**src/rtl/binary_sema_master.sv**
```systemverilog
`default_nettype none
// ============================================================================
// Module      : binary_sema_master
// Description : Bus master that acquires/releases binary semaphores through a
//               write-then-readback handshake, with bounded retry and backoff.
//               Optional macro SEMA_UNLOCK_VERIFY_EN adds a readback after unlock.
// Revision    : 1.0 - initial release
// ============================================================================
module binary_sema_master #(
    parameter int MAX_RETRY = 15,
    parameter int BACKOFF   = 16,
    parameter int TIMEOUT   = 255
) (
    input  logic        clk_i,
    input  logic        rst_i,
    input  logic        req_i,
    input  logic        op_i,
    input  logic [9:0]  sem_i,
    input  logic [23:0] key_i,
    output logic        busy_o,
    output logic        done_o,
    output logic        ok_o,
    output logic        cyc_o,
    output logic        stb_o,
    output logic        we_o,
    output logic [13:0] adr_o,
    output logic [31:0] dat_o,
    input  logic        ack_i,
    input  logic [31:0] dat_i
);

    localparam int c_rty_w = (MAX_RETRY > 0) ? $clog2(MAX_RETRY + 1) : 1;
    localparam int c_bo_w  = (BACKOFF > 1)   ? $clog2(BACKOFF)       : 1;
    localparam int c_tmo_w = (TIMEOUT > 1)   ? $clog2(TIMEOUT)       : 1;

    localparam logic [c_rty_w-1:0] c_rty_max  = c_rty_w'(MAX_RETRY);
    localparam logic [c_bo_w-1:0]  c_bo_last  = c_bo_w'(BACKOFF - 1);
    localparam logic [c_tmo_w-1:0] c_tmo_last = c_tmo_w'(TIMEOUT - 1);
    localparam logic [1:0]         c_rgn_lock   = 2'b00;
    localparam logic [1:0]         c_rgn_unlock = 2'b01;

    typedef enum logic [2:0] {
        S_IDLE    = 3'd0,
        S_LWR     = 3'd1,
        S_LRD     = 3'd2,
        S_BACKOFF = 3'd3,
        S_UWR     = 3'd4,
        S_URD     = 3'd5,
        S_DONE    = 3'd6
    } state_t;

    state_t               r_state, w_state;
    logic                 r_cyc,   w_cyc;
    logic                 r_we,    w_we;
    logic [13:0]          r_adr,   w_adr;
    logic [31:0]          r_dat,   w_dat;
    logic                 r_ok,    w_ok;
    logic [c_rty_w-1:0]   r_retry, w_retry;
    logic [c_bo_w-1:0]    r_bo,    w_bo;
    logic [c_tmo_w-1:0]   r_tmo,   w_tmo;

    always_ff @(posedge clk_i or negedge rst_i) begin
        if (!rst_i) begin
            r_state <= S_IDLE;
            r_cyc   <= 1'b0;
            r_we    <= 1'b0;
            r_adr   <= '0;
            r_dat   <= '0;
            r_ok    <= 1'b0;
            r_retry <= '0;
            r_bo    <= '0;
            r_tmo   <= '0;
        end else begin
            r_state <= w_state;
            r_cyc   <= w_cyc;
            r_we    <= w_we;
            r_adr   <= w_adr;
            r_dat   <= w_dat;
            r_ok    <= w_ok;
            r_retry <= w_retry;
            r_bo    <= w_bo;
            r_tmo   <= w_tmo;
        end
    end

    // Reads are entered with the strobe low so every bus cycle is preceded by
    // at least one idle cycle; writes start with the strobe already set.
    always_comb begin
        w_state = r_state;
        w_cyc   = r_cyc;
        w_we    = r_we;
        w_adr   = r_adr;
        w_dat   = r_dat;
        w_ok    = r_ok;
        w_retry = r_retry;
        w_bo    = r_bo;
        w_tmo   = r_tmo;
        case (r_state)
            S_IDLE: begin
                if (req_i) begin
                    w_state = op_i ? S_UWR : S_LWR;
                    w_cyc   = 1'b1;
                    w_we    = 1'b1;
                    w_adr   = {(op_i ? c_rgn_unlock : c_rgn_lock), sem_i, 2'b00};
                    w_dat   = {8'h00, key_i};
                    w_retry = '0;
                    w_tmo   = '0;
                end
            end
            S_BACKOFF: begin
                if (r_bo == c_bo_last) begin
                    w_state = S_LWR;
                    w_cyc   = 1'b1;
                    w_we    = 1'b1;
                    w_tmo   = '0;
                    w_bo    = '0;
                end else begin
                    w_bo = r_bo + 1'b1;
                end
            end
            S_LWR, S_LRD, S_UWR, S_URD: begin
                if (!r_cyc) begin
                    w_cyc = 1'b1;
                    w_we  = 1'b0;
                    w_adr = {c_rgn_lock, r_adr[11:0]};
                    w_tmo = '0;
                end else if (ack_i) begin
                    w_cyc = 1'b0;
                    w_we  = 1'b0;
                    case (r_state)
                        S_LWR: w_state = S_LRD;
                        S_LRD: begin
                            if (dat_i == r_dat) begin
                                w_state = S_DONE;
                                w_ok    = 1'b1;
                            end else if (r_retry < c_rty_max) begin
                                w_state = S_BACKOFF;
                                w_retry = r_retry + 1'b1;
                                w_bo    = '0;
                            end else begin
                                w_state = S_DONE;
                                w_ok    = 1'b0;
                            end
                        end
                        S_UWR: begin
`ifdef SEMA_UNLOCK_VERIFY_EN
                            w_state = S_URD;
`else
                            w_state = S_DONE;
                            w_ok    = 1'b1;
`endif
                        end
                        default: begin
                            // Released means the lock word no longer carries our key.
                            w_state = S_DONE;
                            w_ok    = (dat_i[23:0] != r_dat[23:0]);
                        end
                    endcase
                end else if (r_tmo == c_tmo_last) begin
                    w_cyc   = 1'b0;
                    w_we    = 1'b0;
                    w_ok    = 1'b0;
                    w_state = S_DONE;
                end else begin
                    w_tmo = r_tmo + 1'b1;
                end
            end
            S_DONE:  w_state = S_IDLE;
            default: w_state = S_IDLE;
        endcase
    end

    assign cyc_o  = r_cyc;
    assign stb_o  = r_cyc;
    assign we_o   = r_we;
    assign adr_o  = r_adr;
    assign dat_o  = r_dat;
    assign ok_o   = r_ok;
    assign busy_o = (r_state != S_IDLE);
    assign done_o = (r_state == S_DONE);

endmodule
`default_nettype wire
```
**config.mk**
```make
export PLATFORM = sky130hd
export DESIGN_NAME = binary_sema_master
export DESIGN_NICKNAME = d
export VERILOG_FILES = /design/src/rtl/binary_sema_master.sv
export SDC_FILE = /design/constraint.sdc
export NUM_CORES = 1
export LEC_CHECK = 0
export ABC_AREA = 1
export BUFFER_PORTS_ARGS = -buffer_cell sky130_fd_sc_hd__buf_2
export CAP_MARGIN = 15
export CORE_MARGIN = 2
export CORE_UTILIZATION = 30
export DETAILED_ROUTE_END_ITERATION = 7
export PLACE_DENSITY = 0.52
export SLEW_MARGIN = 10
export SYNTH_ARGS = -nofsm -noshare
export SYNTH_HDL_FRONTEND = slang
export SYNTH_SLANG_ARGS = --single-unit
```
**constraint.sdc**
```tcl
create_clock -name clk_i -period 4.1 [get_ports clk_i]
set_input_delay 0.82 -clock clk_i [delete_from_list [all_inputs] [get_ports clk_i]]
set_output_delay 0.82 -clock clk_i [all_outputs]
set_load 0.05 [all_outputs]
```
==> impl_metrics.tcl, run 1 <==
set metrics [dict create \
    first_pass_iters 4 \
    cts_made_buffers 9 \
    layout.cells.most_common_list "166 x nand2_1, 111 x buf_2, 57 x dfrtp_1" \
    grt_setup_unrepaired "false" \
    end_kind "output port" \
    worstSetupPathType "reg -> out" \
    synth-adder-area-share_pct 1.59 \
    detail-route-antenna-nets 0 \
    yosys-mux-area-fraction_pct 0 \
    place_area_um2 3790 \
    die_w_um 106 \
    cts_tree "built" \
    ir_drop_mv 0.332 \
    hold_buffers 0 \
    ys_seq_elements 57 \
    placement_rows 37 \
    timing.final.crit_share_pct 54.3 \
    worst_hold_slack_ns 0.472 \
    remaining_drc_errors 0 \
    yosys.area_share.simple_pct 32.0 \
    die_y_um 106 \
    num_antenna_cells 0 \
    relSlewSlack_pct 47.8 \
    io_pins 123 \
    vias_per_cell 4.23 \
    arrival_ns 1.40 \
    final_core_util_pct 38.9 \
    clock_tree.htree_level_count 3 \
    first_global_vias 2831 \
    mostFrequentLayoutCell "nand2_1" \
    timing.critical_path.required_ns 3.28 \
    maxClockFrequency_ghz 0.450 \
    grt_start_max_net_pins 44 \
    synthDistinctLibCells 30 \
    postCtsResizedCells 0 \
    finalWeightedCongestion 0.797 \
    main_combinational_cell_family_by_area_after_synthesis "simple AND/OR/NAND/NOR gates" \
    wl_per_cell_um 11.4 \
    num-fill-cells 1089 \
    status "completed" \
    synth_warn 0 \
    setup_viol_count_final 0 \
    grt_util_all_layers_pct 14.0 \
    grt_first_pass_wirelength_um 12700 \
    synthesis.area_per_instance_um2 7.53 \
    sequential_cell_area_fraction_in_the_yosys_report_pct 45.3 \
    total_non_filler_cell_area_in_the_finished_layout_um2 3980 \
    timing.final.hold_violations 0 \
    final-max-slew-violation-count 0 \
    yosys.area_share.xor_xnor_pct 5.29 \
    place_hpwl_um 5710 \
    fin_nets 607 \
    numClockSinks 57 \
    vias 2845 \
    layout-area-overhead-vs-synth_pct 26.4 \
    cts.root.buffer_cell "clkbuf_8" \
    syn_inst 418 \
    cts-root-to-sink-buffers 2 \
    clk_transition_reported_paths_ns 0.07 \
    routed_wirelength_um 7700 \
    final_layout_size_suffix_gt1_share_pct 27.6 \
    drt-initial-drc-count 88 \
    min_path_type "reg -> reg" \
    min_period_ns 2.22 \
    finalSetupTns_ns 0 \
    timing.critical_path.fanout_max 5 \
    port_buffers 111 \
    fin_skew_ns 0.00809 \
    synth_compound_area_share_pct 5.45 \
    worst-slew-pin-transition_ns 0.783 \
    cts_post_setup_buffers_inserted 0 \
    antenna_found_initial 0 \
    placeable_core_region_um2 10200 \
    max_cap_viol_count 0 \
    cell_area_after_synthesis_um2 3150 \
    standby_leakage_power_nw 2.20 \
    power.density_cell_area_nw_per_um2 815 \
    setup.worst_path.start_class "register" \
    clock_insertion_delay_worst_skew_ns 0.34 \
    die_area_um2 11300 \
    overflow 0 \
    floorplan.initialDensity_pct 30.8 \
]
-- critical path, stage by stage (launching register included) --
cell,delay (ns)
dfrtp_1,0.44
inv_1,0.10
nor3_1,0.22
buf_2,0.31
-- registers in the layout, summed over array words and instances, names as in the netlist --
signal / count
dat_o: 24
adr_o: 11
r_tmo: 8
r_bo: 4
r_retry: 4
r_state: 3
cyc_o: 1
ok_o: 1
we_o: 1
-- final timing paths --
kind,cells past startpoint,to,startpoint,slack [ns]
worst max-delay path,3,done_o,r_state[1],1.88
max in group asynchronous,2,r_retry[3],rst_i,2.69
worst min-delay path,2,adr_o[5],adr_o[5],0.47
min in group asynchronous,1,r_state[2],rst_i,0.56
worst min register to register,2,adr_o[5],adr_o[5],0.47
worst max register to register,8,r_retry[3],r_state[0],2.06
-- report_power, final --
| group | switching (W) | internal [W] |
|---|---|---|
| combinational | 0.00132 | 0.000447 |
| clock | 0.000235 | 0.000280 |
| sequential | 0.000179 | 0.000785 |
| total | 0.00173 | 0.00151 |
-- final cells by class --
class                   instances  area, µm²  area share (%)
multi-input cells             302       1440            36.1
flip-flops and latches         57       1430            35.8
repair buffers                113        571            14.3
inverters                      49        186            4.69
well taps                     136        170            4.28
clock buffers                  11        131            3.30
clock inverters                 5       56.3            1.42
-- cells in the mapped netlist, drive strengths merged --
master	count	share of area (%)
ha	4	1.6
o21ai	26	4.1
o22ai	1	0.20
xnor2	16	4.5
or2	2	0.40
nor3	6	1.4
nand3	21	3.5
nand2	171	21
xor2	3	0.84
clkbuf	2	0.24
inv	49	5.9
dfrtp	57	45
conb	1	0.12
buf	18	4.0
a21oi	7	1.1
nand4	6	1.4
nor2	28	4.4
-- per-stage QoR --
stage	worst slack, ns	cells	total power [W]
after floorplan	1.71	428	0.00236
after global placement	1.84	657	0.00274
after detailed placement	1.80	657	0.00276
after CTS	1.86	673	0.00329
after global routing	1.76	673	0.00349
final	1.88	673	0.00324
-- cells by family after synthesis --
kind of cell,count (synthesis)
adder cells (fa/ha/maj),4
flip-flops,57
XOR/XNOR,19
AND/OR/NAND/NOR,234
AO/OA/AOI/OAI,34
buffers and inverters,69
other,1
-- per-layer routing --
layer  global-route usage (%)  part of all wire [%]  routed length, µm
met1                     17.1                    45               3500
met2                     23.2                    47               3600
met3                     5.15                   6.7                518
met4                     3.80                   1.1                 87
met5                        0                     0                  0
No activity file was read; power rests on OpenSTA's default activity.
==> inputs of run 2 (changes only) <==
--- a/config.mk
+++ b/config.mk
@@ -11,7 +11,7 @@
 export CORE_MARGIN = 2
 export CORE_UTILIZATION = 30
 export DETAILED_ROUTE_END_ITERATION = 7
-export PLACE_DENSITY = 0.52
+export PLACE_DENSITY = 0.54
 export SLEW_MARGIN = 10
 export SYNTH_ARGS = -nofsm -noshare
 export SYNTH_HDL_FRONTEND = slang
==> constraint.sdc (replaced) <==
create_clock -name clk_i -period 1.9 [get_ports clk_i]
set_input_delay 0.38 -clock clk_i [delete_from_list [all_inputs] [get_ports clk_i]]
set_output_delay 0.38 -clock clk_i [all_outputs]
set_load 0.05 [all_outputs]
==> run 2 against run 1 <==
Die area unchanged. Sequential share of layout area down 0.36 points. Worst hold slack worse by 0.41 ns. Critical path type unchanged. Largest cell class unchanged.
==> impl_metrics.tcl, run 2 (synthesis results as in run 1) <==
set metrics [dict create \
    antenna_found_initial 0 \
    grt_util_all_layers_pct 14.1 \
    multiInputGateArea_um2 1450 \
    standby_leakage_power_nw 2.23 \
    mostFrequentLayoutCell "nand2_1" \
    met3WireLength_um 477 \
    place_area_um2 3820 \
    port_buffers 111 \
    clk_transition_reported_paths_ns 0.06 \
    met2_length_um 3680 \
    num_antenna_cells 0 \
    finalWorstSetupSlack_ns 0.0881 \
    timing.critical_path.required_ns 1.52 \
    cts-root-to-sink-buffers 2 \
    timing.final.crit_share_pct 95.4 \
    grt_start_max_net_pins 58 \
    place_hpwl_um 5740 \
    largest_register_ff_count 24 \
    cts_made_buffers 9 \
    min_period_ns 1.81 \
    dp_worst_setup_slack_ns 0.159 \
    arrival_ns 1.43 \
    route.layer.met1.wl_um 3300 \
    max_cap_viol_count 0 \
    first_pass_iters 4 \
    finalWeightedCongestion 0.841 \
    setup_viol_count_final 0 \
    clock_tree.htree_level_count 3 \
    clock_insertion_delay_worst_skew_ns 0.33 \
    routed_wirelength_um 7590 \
    fin_skew_ns 0.00662 \
    final-max-slew-violation-count 0 \
    maxClockFrequency_ghz 0.552 \
    vias_per_cell 4.30 \
    first_global_vias 2795 \
    layout.cells.most_common_list "166 x nand2_1, 111 x buf_2, 56 x dfrtp_1" \
    crit_start "r_state[0]" \
    fin_nets 609 \
    cts.root.buffer_cell "clkbuf_8" \
    path_cells "nor3_2, inv_2, buf_2" \
    status "completed" \
    end_kind "output port" \
    placement_rows 37 \
    io_pins 123 \
    num-fill-cells 1091 \
    cts_tree "built" \
    setup.worst_path.start_class "register" \
    overflow 0 \
    cpMaxStageDelayCell "dfrtp_1" \
    drt-initial-drc-count 92 \
    die_area_um2 11300 \
    numClockSinks 57 \
    timing.final.hold_violations 0 \
    placeable_core_region_um2 10200 \
    grt_setup_unrepaired "false" \
    grt_first_pass_wirelength_um 12700 \
    top_layer "met4" \
    floorplan.initialDensity_pct 30.8 \
    worstSetupPathType "reg -> out" \
    total_non_filler_cell_area_in_the_finished_layout_um2 4020 \
    critical_path.reg2reg.startpoint "r_state[2]" \
    vias 2896 \
    layout-area-overhead-vs-synth_pct 27.8 \
    die_w_um 106 \
    max_stage_delay_ns 0.45 \
    hold_buffers 0 \
    min_path_type "in -> async" \
    detail-route-antenna-nets 0 \
    ir_drop_mv 0.783 \
    worst-slew-pin-transition_ns 0.571 \
    wl_per_cell_um 11.3 \
    timing.critical_path.fanout_max 6 \
    power.density_cell_area_nw_per_um2 1760 \
    die_y_um 106 \
    finalSetupTns_ns 0 \
    final_layout_size_suffix_gt1_share_pct 28.4 \
    layout.area.seq_um2 1430 \
    relSlewSlack_pct 61.8 \
    remaining_drc_errors 0 \
    fin_total_pwr_w 0.00709 \
    worst_hold_slack_ns 0.0582 \
]
run 2: report_power, final:
part / internal, W / switching, W
Combinational: 0.000999 / 0.00286
Sequential: 0.00170 / 0.000397
Clock: 0.000666 / 0.000468
Total: 0.00336 / 0.00373
run 2: path summary, 6_finish.rpt:
kind / cells past startpoint / slack (ns) / to
worst max register to register: 11 / 0.20 / r_tmo[3]
worst min register to register: 2 / 0.47 / adr_o[11]
worst max-delay path: 3 / 0.09 / busy_o
min in group clk_i: 3 / 0.25 / dat_o[22]
max in group asynchronous: 2 / 1.59 / r_state[1]
worst min-delay path: 2 / 0.06 / r_state[2]
run 2: final cells by class:
class,instances,share of cell area [%]
timing repair buffer,115,14.9
clock buffer,12,3.86
inverter,49,4.63
clock inverter,3,0.995
multi-input combinational,302,35.9
tap,136,4.23
sequential,57,35.5
run 2: repair_timing:
action / CTS / global route
setup endpoints to repair: 0 / 2
gates resized for setup: 0 / 2
setup buffers: 0 / 0
run 2: metal layers:
| layer | global-route usage, % | vias to the layer above |
|---|---|---|
| met5 | 0 | - |
| li1 | - | 1491 |
| met4 | 5.10 | 0 |
| met2 | 23.8 | 92 |
| met1 | 17.3 | 1298 |
| met3 | 3.74 | 15 |
run 2: worst max-delay path: cells and delay by family, from the launching register on:
kind	cells	cell delay (ns)
buffers and inverters	2	0.32
DFF	1	0.45
and+or+nand+nor	1	0.33
run 2: per-stage QoR:
step                      instances  utilization, %
after CTS                       674            39.3
after detailed placement        659            37.4
after global placement          659            37.4
after floorplan                 428               -
final                           674            39.3
after global routing            674            39.3
